### config.mk
export PLATFORM = sky130hd
export DESIGN_NAME = bbox_sweep_sequencer
export DESIGN_NICKNAME = d
export VERILOG_FILES = /design/src/rtl/bbox_sweep_sequencer.sv
export SDC_FILE = /design/constraint.sdc
export NUM_CORES = 1
export LEC_CHECK = 0
export CELL_PAD_IN_SITES_DETAIL_PLACEMENT = 1
export CELL_PAD_IN_SITES_GLOBAL_PLACEMENT = 1
export CORE_AREA = 10 10 367 369
export DETAILED_ROUTE_END_ITERATION = 10
export DIE_AREA = 0 0 377 379
export PLACE_DENSITY_LB_ADDON = 0.1
export SLEW_MARGIN = 20
export SYNTH_ARGS = -nofsm -noshare
export SYNTH_HDL_FRONTEND = slang
export SYNTH_SLANG_ARGS = --single-unit
export TNS_END_PERCENT = 10
### constraint.sdc
create_clock -name clk -period 7.6 [get_ports clk]
set_input_delay 1.52 -clock clk [delete_from_list [all_inputs] [get_ports clk]]
set_output_delay 1.52 -clock clk [all_outputs]
set_load 0.01 [all_outputs]
### src/rtl/bbox_sweep_sequencer.sv
// Sweeps one ray across a contiguous run of boxes through a 3-cycle intersect pipe
// and reduces the hit stream to the closest hit (lowest index wins a distance tie).
module bbox_sweep_sequencer #(
  parameter int MAX_BOXES = 64,
  parameter int IDX_W     = $clog2(MAX_BOXES),
  parameter int ADDR_W    = 16,
  parameter int COORD_W   = 32,
  parameter int FIX_W     = 36
) (
  input  logic                   clk,
  input  logic                   rst_n,
  input  logic                   ray_valid,
  output logic                   ray_ready,
  input  logic [3*COORD_W-1:0]   ray_orig,
  input  logic [3*FIX_W-1:0]     inv_ray_dir,
  input  logic [2:0]             div_by_zero,
  input  logic [ADDR_W-1:0]      box_base,
  input  logic [IDX_W:0]         box_count,
  output logic                   box_req,
  output logic [ADDR_W-1:0]      box_addr,
  input  logic                   box_gnt,
  input  logic [6*COORD_W-1:0]   box_data,
  output logic                   isect_stall,
  output logic [3*COORD_W-1:0]   isect_ray_orig,
  output logic [3*FIX_W-1:0]     isect_inv_dir,
  output logic [2:0]             isect_dbz,
  output logic [6*COORD_W-1:0]   isect_box,
  input  logic                   isect_hit,
  input  logic signed [48:0]     isect_dist,
  output logic                   res_valid,
  input  logic                   res_ready,
  output logic                   res_hit,
  output logic [IDX_W-1:0]       res_index,
  output logic signed [48:0]     res_dist
);
  localparam int STAGES = 3;
  localparam logic [1:0] S_IDLE  = 2'd0;
  localparam logic [1:0] S_ISSUE = 2'd1;
  localparam logic [1:0] S_DRAIN = 2'd2;
  localparam logic [1:0] S_DONE  = 2'd3;
  localparam logic signed [48:0] INF_DIST = {1'b0, {48{1'b1}}};
  localparam logic [IDX_W:0] MAX_CNT = (IDX_W+1)'(MAX_BOXES);
  localparam logic [IDX_W:0] CNT_ONE = (IDX_W+1)'(1);

  logic [1:0]                   state;
  logic [ADDR_W-1:0]            base_q;
  logic [IDX_W:0]               cnt_q, issue_idx, issue_inc, cnt_in;
  logic [3*COORD_W-1:0]         orig_q;
  logic [3*FIX_W-1:0]           dir_q;
  logic [2:0]                   dbz_q;
  logic [STAGES:1]              vld_pipe;
  logic [STAGES:1][IDX_W-1:0]   idx_pipe;
  logic signed [48:0]           best_dist;
  logic [IDX_W-1:0]             best_idx;
  logic                         any_hit;
  logic                         advance, push_vld, last_issue, take;

  assign cnt_in     = (box_count > MAX_CNT) ? MAX_CNT : box_count;
  assign issue_inc  = issue_idx + CNT_ONE;
  assign last_issue = (issue_inc == cnt_q);
  assign advance    = (state == S_ISSUE) || (state == S_DRAIN);
  assign push_vld   = (state == S_ISSUE) && box_gnt;
  // Stage 3 of the tag pipe lines up with the intersect unit's result.
  assign take       = advance && vld_pipe[STAGES] && isect_hit && (isect_dist < best_dist);

  assign ray_ready      = (state == S_IDLE);
  assign box_req        = (state == S_ISSUE);
  assign box_addr       = (state == S_ISSUE) ? base_q + ADDR_W'(issue_idx) : '0;
  assign isect_stall    = !advance;
  assign isect_ray_orig = orig_q;
  assign isect_inv_dir  = dir_q;
  assign isect_dbz      = dbz_q;
  assign isect_box      = box_data;
  assign res_valid      = (state == S_DONE);
  assign res_hit        = any_hit;
  assign res_index      = best_idx;
  assign res_dist       = best_dist;

  always_ff @(posedge clk or negedge rst_n) begin
    if (!rst_n) begin
      state     <= S_IDLE;
      base_q    <= '0;
      cnt_q     <= '0;
      issue_idx <= '0;
      orig_q    <= '0;
      dir_q     <= '0;
      dbz_q     <= '0;
      vld_pipe  <= '0;
      idx_pipe  <= '0;
      best_dist <= INF_DIST;
      best_idx  <= '0;
      any_hit   <= 1'b0;
    end else begin
      case (state)
        S_IDLE: if (ray_valid) begin
          orig_q    <= ray_orig;
          dir_q     <= inv_ray_dir;
          dbz_q     <= div_by_zero;
          base_q    <= box_base;
          cnt_q     <= cnt_in;
          issue_idx <= '0;
          best_dist <= INF_DIST;
          best_idx  <= '0;
          any_hit   <= 1'b0;
          state     <= (cnt_in == '0) ? S_DONE : S_ISSUE;
        end
        S_ISSUE: if (box_gnt) begin
          issue_idx <= issue_inc;
          if (last_issue) state <= S_DRAIN;
        end
        // Stage 3 is reduced this cycle, so only stages 1-2 decide the exit.
        S_DRAIN: if (!vld_pipe[1] && !vld_pipe[2]) state <= S_DONE;
        S_DONE:  if (res_ready) state <= S_IDLE;
        default: state <= S_IDLE;
      endcase
      if (advance) begin
        vld_pipe <= {vld_pipe[STAGES-1:1], push_vld};
        idx_pipe <= {idx_pipe[STAGES-1:1], issue_idx[IDX_W-1:0]};
      end
      if (take) begin
        best_dist <= isect_dist;
        best_idx  <= idx_pipe[STAGES];
        any_hit   <= 1'b1;
      end
    end
  end
endmodule

; After elaboration in Yosys (flattened, before gate mapping)
; Index checks and enable logic that the tools add are counted.
[word_totals]
mem_bits_rw = 0
memories = 0
inputBits = 477
latchBits = 0
reg_bits = 316
mem_bits_ro = 0
[classes]
n_reduce_logical = 18
bitwise_logic = 0
magnitude_cmp = 2
shifts = 0
n_eq_ne = 9
add_sub_neg = 2
div = 0
mux = 21
multipliers = 0
[ops]
columns = op, n
row1 = two-way mux 49 bit, 3
row2 = < comparator 49 bit, 1
row3 = two-way mux 7 bit, 3
row4 = two-way mux 6 bit, 3
row5 = adder 16 x 7 -> 16 bit, 1
row6 = two-way mux 16 bit, 1
row7 = case mux 7 bit (2 select lines), 1
row8 = two-way mux 2 bit, 6
row9 = != test 2 x 1 -> 1 bit (second input constant), 4
row10 = case mux 2 bit (4 select lines), 1
row11 = adder 7 x 1 -> 7 bit (second input constant), 1
row12 = == test 7 bit, 1
row13 = > comparator 7 bit (second input constant), 1
row14 = zero test 7 bit, 1
row15 = nonzero test 2 bit, 3
row16 = logical AND 1 bit, 5
row17 = AND reduction 5 bit, 1
row18 = == test 2 bit (second input constant), 2
row19 = AND reduction 2 bit, 2
row20 = zero test 1 bit, 3
row21 = two-way mux 1 bit, 3
row22 = AND reduction 3 bit, 1
row23 = == test 2 x 1 -> 1 bit (second input constant), 1
row24 = zero test 2 bit, 1
row25 = other kinds (2), 2

; Depth between registers and ports, before layout
; Gate-level depths: netlist (run 1).
[depth]
depth_word = 7
mapped_depth = 11
ltp_nobuf = 9

; Least setup slack after synthesis (run 1)
; Ideal clock, no wire load.
[synth_path]
kind = register -> output
startpoint = register issue_idx[1]
endpoint = output box_addr[11]
slack_ps = 3688
required_time_ps = 6080
stages_incl_launch_ff = 9
arrival_ps = 2392
path_cell_list = dfrtp_1 > ha_1 > a21o_1 > a21oi_1 > o21bai_1 > a2111oi_0 > and4bb_2 > xnor2_1 > nor2_1
[synth_between]
elab_chain_cells = 2
[synth_rtl]
columns = item, line
row1 = from (decl), 47  ; logic [IDX_W:0] cnt_q, issue_idx, issue_inc, cnt_in;
row2 = from (signal assigned), 108  ; issue_idx <= issue_inc;
row3 = adder 16 x 7 -> 16 bit, 68  ; assign box_addr = (state == S_ISSUE) ? base_q + ADDR_W'(issue_idx) : '0;
row4 = two-way mux 16 bit, 68
row5 = to (decl), 20  ; output logic [ADDR_W-1:0] box_addr,
; No other way between the ends.

; Worst setup path after layout (run 1)
[layout_path]
startpoint = register issue_idx[1]
endpoint = output box_addr[13]
; Same word-level chain as after synthesis.

==> results.md, run 1 <==
* Count of max-cap constraint violations at 0
* Vias after detailed routing at roughly 11000
* Maximum vdd ir drop at 235 uV
* # setup viols final at 0
* Die H at 379 um
* Overflow left after global routing at 0
* Number of buffers inserted by post-CTS setup repair at 0
* Number of DRC violations after detailed-routing iteration 0 at 310
* Worst path required time at 6080 ps
* Yosys warns at 0
* Number of core rows at 131
* Clk sinks at 316
* Buffers added on ports at ~570
* Proportion of synthesized area in mux cells at 22.2%
* Maximum buffer depth of the clock tree at 3
* Antenna violations before repair at 35
* Fraction of synthesized cell area taken by the top area cell type at between 40% and 50%
* Type of element launching the critical path: flop
* Max FO, Critical Path at 7
* Register-to-Register Setup Slack at 4070 ps
* Root buf cell: sky130_fd_sc_hd__clkbuf_16
* Normalized max-slew margin at about 36%
* Detailed Route WL at approximately 71 mm
* Width of the die at 377 um
* Total number of nets in the final design at roughly 2200
* Path category of the worst min-delay check: flop to flop
* Dominant cells by area after synthesis: sky130_fd_sc_hd__dfrtp_1 43%, sky130_fd_sc_hd__mux2_2 18%, sky130_fd_sc_hd__buf_4 9.2%, sky130_fd_sc_hd__dfstp_2 8.1%, sky130_fd_sc_hd__ha_1 4.8%
* Syn Std Cell Area at roughly 0.016 mm2
* #FFs+latches synth at 316
* Data arrival time at the worst-slack endpoint at between 3000 and 4000 ps
* Pleak at roughly 0.0098 uW
* CP Capture Point: box_addr[13]
* Number of flops mapped to enable cells by yosys at 0
* XOR/XNOR Fraction of Synth Area at 1.40%
* Simple-Gate Fraction of Synth Area at a little over 5%
* Number of hold-slack violations in the final timing report at 0
* Post-synthesis cell count at 1267
* Final critical-path required period at between 5000 and 6000 ps
* Pin count of the biggest net entering global routing at ~110
* Compound-Gate Fraction of Synth Area at under 10%
* Boundary pin count at 952
* Final Cell Area at roughly 0.023 mm2
* Total count of max-transition violations in the final report at 0
* Cell type contributing the most total cell area after synthesis: sky130_fd_sc_hd__dfrtp_1
* Synthesized area divided by synthesized cell count at approximately 12 um2
* Post-cts hold buffer count at 0
* First element of the critical path: issue_idx[1]
* Vias per Instance at 3.29
* Combined area of the multi-input logic cells at slightly below 0.006 mm2
* Routability congestion estimate at 0.693
* Setup total negative slack at 0 ps
* Post-DRT Antenna Nets at 0
* Result of the run: finished clean
* Latest clock arrival within the worst-skew pair at around 620 ps
* TritonRoute pass-1 iters at 4
* Global-route usage over all layers at about a tenth
* Critical path capture point type: output pin
* Async set or reset register ratio after synthesis at 100%
* Post-synthesis net count at approximately 1800
* Post-cts repair resize count at 0
* Critical path class: flop to output pin
* Fraction of the cycle the final worst path needs at a little under three quarters
* Per-cell routed wire length at 21.0 um
* Slew at the pin closest to its max-slew limit at approximately 950 ps
* Number of global-route vias before repair at around 13000
* Area enclosed by the die boundary at 0.143 mm2
* Register area at approximately 0.0080 mm2
* Std-Cell Core Area at 0.127 mm2
* Hpwl dp at approximately 54 mm
* Clock transition time at the flip-flop clock pins of the worst setup and hold paths at about 50 ps
* Crit Reg-Reg Startpoint: res_dist[34]
* Max Clk Rate at 185 MHz
* Number of filler cells placed in the layout at around 14000
* Capture instance of the worst register-to-register path: res_dist[6]
* Starting Density at about an eighth
* Inserted Clock Buffers at 48
* CTS H-tree depth at 2
* Share of synthesized area occupied by flip-flops and latches at about half
* Combinational family with the most area after synthesis: multiplexers
* Clock tree from TritonCTS: done
* Most used flip-flop cell after synthesis: sky130_fd_sc_hd__dfrtp_1
* Instance area at placement at between 0.02 and 0.025 mm2
* Setup repair after global routing missed its margin: no
* Startpoint of the tightest hold check path: idx_pipe[9]
* Logic depth of the worst register-to-register path at 10
* Power per cell area at between 300 and 400 mW/mm2
* DRC violation count after routing at 0
* Count of distinct cell types in the synthesized netlist at 43
* Fraction of the mapped netlist area in adder cells at under 10%
* First-pass GRT wire length at roughly 100 mm
* Post-Route Skew at 27.5 ps
* Share of final-layout standard cells stronger than drive strength 1 at 25.0%
* Area growth from synthesis to layout at 49.9%
[sequential cells by signal, indices dropped and copies added, names as in the netlist]
name / cells
isect_dbz: 3
res_dist: 49
res_index: 6
vld_pipe: 3
state: 2
res_hit: 1
isect_ray_orig: 96
base_q: 16
cnt_q: 7
idx_pipe: 18
issue_idx: 7
isect_inv_dir: 108
[logic make-up after synthesis]
kind of cell               Yosys count
adders and majority gates           61
DFF                                316
AOI/OAI and AO/OA                   82
buffers and inverters              303
and+or+nand+nor                    182
muxes                              298
xor gates and xnor gates            25
[worst max-delay path, cell delays in order, from the launching register on]
cell and delay [ps]:
sky130_fd_sc_hd__dfrtp_1 480, sky130_fd_sc_hd__ha_1 320, sky130_fd_sc_hd__a21o_1 160, sky130_fd_sc_hd__a21oi_1 220, sky130_fd_sc_hd__o21bai_1 110, sky130_fd_sc_hd__a2111oi_0 430
sky130_fd_sc_hd__buf_4 210, sky130_fd_sc_hd__nor2_1 60, sky130_fd_sc_hd__nand3_1 140, sky130_fd_sc_hd__mux2i_1 480, sky130_fd_sc_hd__clkdlybuf4s50_1 670
[Yosys cell counts (all sizes together), types with 3 or more instances]
cell type	n
a211oi	3
a21o	7
a21oi	25
a221oi	3
a31oi	3
and2	3
buf	199
clkbuf	40
dfrtp	268
dfstp	48
ha	60
inv	64
mux2	288
mux2i	10
nand2	102
nand2b	11
nand3	17
nand4	11
nor2	26
nor3	4
nor4	4
o21ai	29
o221ai	3
xnor2	16
xor2	9
[metrics by stage]
step           std cells  setup WS (ps)  total power (uW)  util (%)  hold slack (ps)
2_1_floorplan       1267           3690              4830         -              449
3_3_place_gp        3269           2430              7250      17.2              461
3_5_place_dp        3269           2450              7250      17.2              473
4_1_cts             3351           1980              9670      18.5              487
5_1_grt             3352           1770             10100      18.5              500
6_report            3356           2190              9330      18.5              479
[power by group]
part	switching (uW)	internal (uW)
clock	883	1360
sequential	440	2490
combinational	1880	2280
total	3210	6120
[worst min path at each step]
stage	cells past startpoint	end	slack, ps
global placement	2	res_hit	460
global route	2	idx_pipe[17]	500
detailed placement	2	res_hit	470
finish	2	idx_pipe[15]	480
floorplan	2	idx_pipe[12]	450
CTS	2	res_hit	490
[cells in the final DEF (no fill, tap or decap), types with 7 or more instances in the layout]
| cell | instances |
|---|---|
| sky130_fd_sc_hd__xnor2_1 | 16 |
| sky130_fd_sc_hd__nand2_1 | 101 |
| sky130_fd_sc_hd__mux2_4 | 33 |
| sky130_fd_sc_hd__dfstp_2 | 48 |
| sky130_fd_sc_hd__clkbuf_1 | 15 |
| sky130_fd_sc_hd__dfrtp_1 | 268 |
| sky130_fd_sc_hd__nand2b_1 | 11 |
| sky130_fd_sc_hd__xor2_1 | 9 |
| sky130_fd_sc_hd__nor2_1 | 26 |
| sky130_fd_sc_hd__nand4_1 | 11 |
| sky130_fd_sc_hd__a21oi_1 | 25 |
| sky130_fd_sc_hd__inv_1 | 64 |
| sky130_fd_sc_hd__o21ai_0 | 29 |
| sky130_fd_sc_hd__mux2i_1 | 9 |
| sky130_fd_sc_hd__clkbuf_16 | 49 |
| sky130_fd_sc_hd__buf_4 | 9 |
| sky130_fd_sc_hd__clkbuf_8 | 12 |
| sky130_fd_sc_hd__ha_1 | 60 |
| sky130_fd_sc_hd__clkdlybuf4s50_1 | 566 |
| sky130_fd_sc_hd__mux2_2 | 255 |
| sky130_fd_sc_hd__nand3_1 | 17 |
| sky130_fd_sc_hd__a21o_1 | 7 |
[area by class of cell]
| class | instances | share of cell area [%] |
|---|---|---|
| repair buffers | 579 | 24.8 |
| flip-flops and latches | 316 | 34.0 |
| clock inverters | 6 | 0.496 |
| well taps | 1662 | 8.87 |
| inverters | 64 | 1.02 |
| diodes | 5 | 0.0533 |
| clock buffers | 76 | 6.17 |
| multi-input cells | 648 | 24.7 |
[per-layer routing]
| layer | track usage, % | vias to the layer above | wire length, um | share of wire [%] |
|---|---|---|---|---|
| met3 | 6.61 | 176 | 10100 | 14 |
| met4 | 2.50 | 46 | 1650 | 2.3 |
| met1 | 9.82 | 5418 | 25400 | 36 |
| li1 | - | 4887 | - | - |
| met2 | 15.6 | 512 | 33100 | 47 |
| met5 | 0 | - | 306 | 0.43 |
(Power assumes the default switching activity.)
==> run 2: changes to the inputs <==
Settings changed: CORE_AREA 10 10 367 369 to 10 10 358 360, DIE_AREA 0 0 377 379 to 0 0 368 370.
Clock period 7.6 ns to 4.67 ns, I/O delays scaled along.
==> results.md, run 2 (same netlist as run 1, synthesis figures left out) <==
* Result of the run: finished clean
* DRC violation count after routing at 0
* Latest clock arrival within the worst-skew pair at 610 ps
* Hpwl dp at about 54 mm
* Final Cell Area at approximately 0.024 mm2
* Path category of the worst min-delay check: primary input to async pin
* Maximum vdd ir drop at 259 uV
* Critical path capture point type: output pin
* Total count of max-transition violations in the final report at 0
* First-pass GRT wire length at 98.7 mm
* Post-cts hold buffer count at 0
* Overflow left after global routing at 0
* CTS H-tree depth at 2
* Max Clk Rate at roughly 230 MHz
* Inserted Clock Buffers at 48
* Setup repair after global routing missed its margin: yes
* Routability congestion estimate at 0.703
* Area growth from synthesis to layout at 51.3%
* Width of the die at between 300 and 400 um
* Final critical-path required period at around 4400 ps
* Count of max-cap constraint violations at 0
* Buffers added on ports at ~570
* Number of hold-slack violations in the final timing report at 0
* Placed instance count at 3250
* Pin count of the biggest net entering global routing at between 80 and 90
* Setup total negative slack at 0 ps
* Global-route usage over all layers at 9.93%
* # setup viols final at 0
* Normalized max-slew margin at 42.7%
* Maximum buffer depth of the clock tree at 3
* Antenna violations before repair at 27
* Post-Route Skew at approximately 42 ps
* Starting Density at between 10% and 20%
* Most frequent standard cell in the layout excluding fill and tap cells: sky130_fd_sc_hd__clkdlybuf4s50_1
* Clock tree from TritonCTS: done
* TritonRoute pass-1 iters at 4
* Power per cell area at approximately 650 mW/mm2
* Vias after detailed routing at around 11000
* Number of core rows at 128
* Die H at ~370 um
* Detailed Route WL at ~70 mm
* Fraction of the cycle the final worst path needs at 94.5%
* Instance area at placement at ~0.022 mm2
* Type of element launching the critical path: flop
* Total number of nets in the final design at approximately 2200
* Data arrival time at the worst-slack endpoint at 3480 ps
* Share of final-layout standard cells stronger than drive strength 1 at 26.4%
* Post-DRT Antenna Nets at 0
* Overall power at 15300 uW
* Area enclosed by the die boundary at between 0.1 and 0.15 mm2
* Pre-CTS setup slack at roughly 440 ps
* Slew at the pin closest to its max-slew limit at 859 ps
* Highest-count cells in the layout ignoring fill and taps: 563 x sky130_fd_sc_hd__clkdlybuf4s50_1, 268 x sky130_fd_sc_hd__dfrtp_1, 255 x sky130_fd_sc_hd__mux2_2
* Pleak at 0.00999 uW
* Critical path class: flop to output pin
* Max FO, Critical Path at 7
* Number of cells in the finished layout apart from fillers at 3341
* Std-Cell Core Area at around 0.12 mm2
* Vias per Instance at approximately 3.3
* Root buf cell: sky130_fd_sc_hd__clkbuf_16
* Worst path required time at approximately 3700 ps
* Number of DRC violations after detailed-routing iteration 0 at between 200 and 250
* Final Worst Setup Slack at between 200 and 300 ps
* Number of flip-flops in the largest register at 108
* Clock transition time at the flip-flop clock pins of the worst setup and hold paths at ~50 ps
* Boundary pin count at 952
* Number of global-route vias before repair at ~13000
* Number of buffers inserted by post-CTS setup repair at 0
* Per-cell routed wire length at roughly 21 um
* Clk sinks at around 320
[run 2: per-layer routing]
| layer | up-vias | track usage, % | wire (um) |
|---|---|---|---|
| met4 | 46 | 2.86 | 1680 |
| met5 | - | 0 | 295 |
| li1 | 4911 | - | - |
| met3 | 184 | 6.29 | 9090 |
| met2 | 464 | 16.5 | 33700 |
| met1 | 5460 | 10.3 | 25400 |
[run 2: area by class of cell]
type / instances / area [um2]
Antenna cell: 3 / 7.51
Inverter: 64 / 240
Sequential cell: 316 / 7970
Timing Repair Buffer: 597 / 6020
Clock inverter: 10 / 110
Clock buffer: 78 / 1490
Multi-Input combinational cell: 648 / 5790
Fill cell: 13700 / 97400
Tap cell: 1625 / 2030
[run 2: report_power, final]
part / internal (uW) / switching, uW
Sequential: 4050 / 705
Combinational: 3770 / 3080
Clock: 2230 / 1460
Total: 10000 / 5240
[run 2: per-stage QoR]
stage	hold slack, ps	utilization (%)
2_1_floorplan	449	-
3_3_place_gp	465	18.2
3_5_place_dp	472	18.2
4_1_cts	397	19.5
5_1_grt	423	19.5
6_report	398	19.5
[run 2: worst paths after layout]
path                              start                end  slack [ps]  cells after the start
min reg2reg                     res_hit            res_hit         480                      2
max reg2reg                res_dist[36]        res_dist[9]        1460                     10
min in group clk                res_hit            res_hit         480                      2
max in group asynchronous         rst_n  isect_inv_dir[54]        3240                      2
max                        issue_idx[0]       box_addr[14]         260                     10
min                               rst_n            res_hit         400                      1
[run 2: worst max-delay path, stage by stage (launching register included)]
cell and delay, ps:
sky130_fd_sc_hd__dfrtp_1 500, sky130_fd_sc_hd__ha_1 310, sky130_fd_sc_hd__fa_1 240, sky130_fd_sc_hd__a21o_1 150, sky130_fd_sc_hd__a21oi_2 70, sky130_fd_sc_hd__o21ba_2 200
sky130_fd_sc_hd__o21ai_1 340, sky130_fd_sc_hd__nand4_1 160, sky130_fd_sc_hd__xor2_1 170, sky130_fd_sc_hd__nor2_1 110, sky130_fd_sc_hd__clkdlybuf4s50_1 610
[run 2: timing repair]
item                                    in CTS  in global routing
resized for setup                            5                  3
pin swaps                                    0                  1
endpoints found under the setup margin       7                  4
==> run 3: changes to the inputs <==
Settings changed: CORE_AREA 10 10 358 360 to 2 2 371 373, DIE_AREA 0 0 368 370 to 0 0 373 375.
==> results.md, run 3 (same netlist as run 1, synthesis figures left out) <==
* Type of element launching the critical path: flop
* Width of the die at between 300 and 400 um
* First-pass GRT wire length at about 96 mm
* Std-Cell Core Area at approximately 0.14 mm2
* Starting Density at 11.5%
* Setup repair after global routing missed its margin: no
* Post-DRT Antenna Nets at 0
* Highest-count cells in the layout ignoring fill and taps: 565 x sky130_fd_sc_hd__clkdlybuf4s50_1, 267 x sky130_fd_sc_hd__dfrtp_1, 255 x sky130_fd_sc_hd__mux2_2
* Crit-path max cell delay at 600 ps
* Number of core rows at 136
* Per-cell routed wire length at 19.2 um
* Global-route usage over all layers at a little under a tenth
* Total number of nets in the final design at 2212
* Power per cell area at around 640 mW/mm2
* Vias per Instance at between 3 and 4
* Number of global-route vias before repair at between 10000 and 15000
* Max FO, Critical Path at 4
* Critical-path top delay cell: sky130_fd_sc_hd__clkdlybuf4s50_1
* Detailed Route WL at ~67 mm
* Antenna violations before repair at 24
* Post-Route Skew at 45.6 ps
* Number of filler cells placed in the layout at approximately 15000
* Register-to-Register Setup Slack at 1280 ps
* Most frequent standard cell in the layout excluding fill and tap cells: sky130_fd_sc_hd__clkdlybuf4s50_1
* DRC violation count after routing at 0
* Latest clock arrival within the worst-skew pair at 640 ps
* Post-cts hold buffer count at 0
* Buffers added on ports at 567
* Result of the run: finished clean
* TritonRoute pass-1 iters at 4
* Normalized max-slew margin at 52.5%
* Count of max-cap constraint violations at 0
* Number of hold-slack violations in the final timing report at 0
* Area growth from synthesis to layout at 53.0%
* Root buf cell: sky130_fd_sc_hd__clkbuf_16
* Number of flip-flops in the largest register at between 100 and 150
* Die H at around 380 um
* Cell breakdown of the critical path: ha_1, a21o_1, a21oi_1, o21bai_1, a2111oi_2, buf_4, nor2_1, nand3_1, mux2i_1, clkdlybuf4s50_1
* Capture instance of the worst register-to-register path: res_dist[6]
* Logic depth of the worst register-to-register path at 11
* Total count of max-transition violations in the final report at 0
* Vias after detailed routing at 11000
* Boundary pin count at approximately 950
* Share of final-layout standard cells stronger than drive strength 1 at 26.3%
* Routability congestion estimate at a little under 0.7
* Hpwl dp at approximately 52 mm
* Crit Reg-Reg Startpoint: res_dist[34]
* Data arrival time at the worst-slack endpoint at 3430 ps
* Clock tree from TritonCTS: done
* Setup total negative slack at 0 ps
* Maximum buffer depth of the clock tree at 3
* Worst path required time at about 3700 ps
* CTS H-tree depth at 2
* Fraction of the cycle the final worst path needs at between 90% and 100%
* Maximum vdd ir drop at 321 uV
* Area enclosed by the die boundary at 0.140 mm2
* Final critical-path required period at around 4400 ps
* Final core utilization at about 18%
* Max Clk Rate at around 230 MHz
* Number of DRC violations after detailed-routing iteration 0 at 192
* # setup viols final at 0
* Inserted Clock Buffers at 48
* Number of buffers inserted by post-CTS setup repair at 0
* Overflow left after global routing at 0
* Clock transition time at the flip-flop clock pins of the worst setup and hold paths at ~60 ps
* Pin count of the biggest net entering global routing at between 70 and 80
* Critical path class: flop to output pin
* Clk sinks at 316
* Critical path capture point type: output pin
* Pleak at around 0.01 uW
* Slew at the pin closest to its max-slew limit at 712 ps
* Path category of the worst min-delay check: primary input to async pin
## run 3: changes by cell type in the layout (fill, tap and decap cells not counted), sizes merged
cell,change
clkdlybuf4s50,+2
clkbuf,-7
bufinv,+3
buf,-1
clkinv,+3
dlygate4sd2,-2
clkinvlp,+2
## run 3: stage by stage
stage               hold WS, ps  cell area, um2  total power (uW)  std cells  setup slack (ps)
floorplan                   449           15600              7860       1267              1340
global placement            466           22300             11700       3418               424
detailed placement          473           22300             11800       3418               395
CTS                         283           23900             15900       3507              38.2
global route                296           23900             16500       3507              24.3
finish                      293           23900             15300       3510               309
## run 3: area by class of cell
class / count / area [um2] / area share, %
multi-input cells: 648 / 5790 / 24.2
inverters: 64 / 240 / 1.00
clock inverters: 18 / 251 / 1.05
diodes: 3 / 7.51 / 0.0314
clock buffers: 71 / 1400 / 5.84
flip-flops and latches: 316 / 7970 / 33.3
well taps: 1794 / 2240 / 9.38
repair buffers: 596 / 6030 / 25.2
## run 3: worst max-delay path: cells and delay by family (launching register included)
| family | cells | cell delay, ps |
|---|---|---|
| AO/OA/AOI/OAI | 4 | 910 |
| adder cells (fa/ha/maj) | 1 | 310 |
| buffers and inverters | 2 | 790 |
| flip-flops | 1 | 420 |
| multiplexers | 1 | 210 |
| AND/OR/NAND/NOR | 2 | 190 |
## run 3: power by group
| group | internal, uW | switching, uW |
|---|---|---|
| clock | 2300 | 1530 |
| combinational | 3760 | 2970 |
| sequential | 4050 | 715 |
## run 3: worst max-delay path by stage
stage                        start            to  slack (ps)  cells after the start
finish                   base_q[1]  box_addr[13]         310                     10
global route             base_q[1]  box_addr[13]          20                     10
CTS                      base_q[1]  box_addr[11]          40                     10
detailed placement  isect_dist[34]   res_dist[6]         400                     11
global placement    isect_dist[34]   res_dist[9]         420                     11
floorplan             issue_idx[1]  box_addr[11]        1340                      8
## run 3: per-layer routing
metal  track usage [%]  vias up  routed length (um)
met5                 0        -                 253
met4              2.88       40                1770
met3              6.13      142                8910
met2              15.7      473               32300
met1              9.67     5453               24100
li1                  -     4915                   -
## run 3: timing repair
action	4_1_cts	5_1_grt
gates resized for setup	2	2
endpoints found under the hold margin	0	0
endpoints found under the setup margin	1	2
pin swaps	0	0
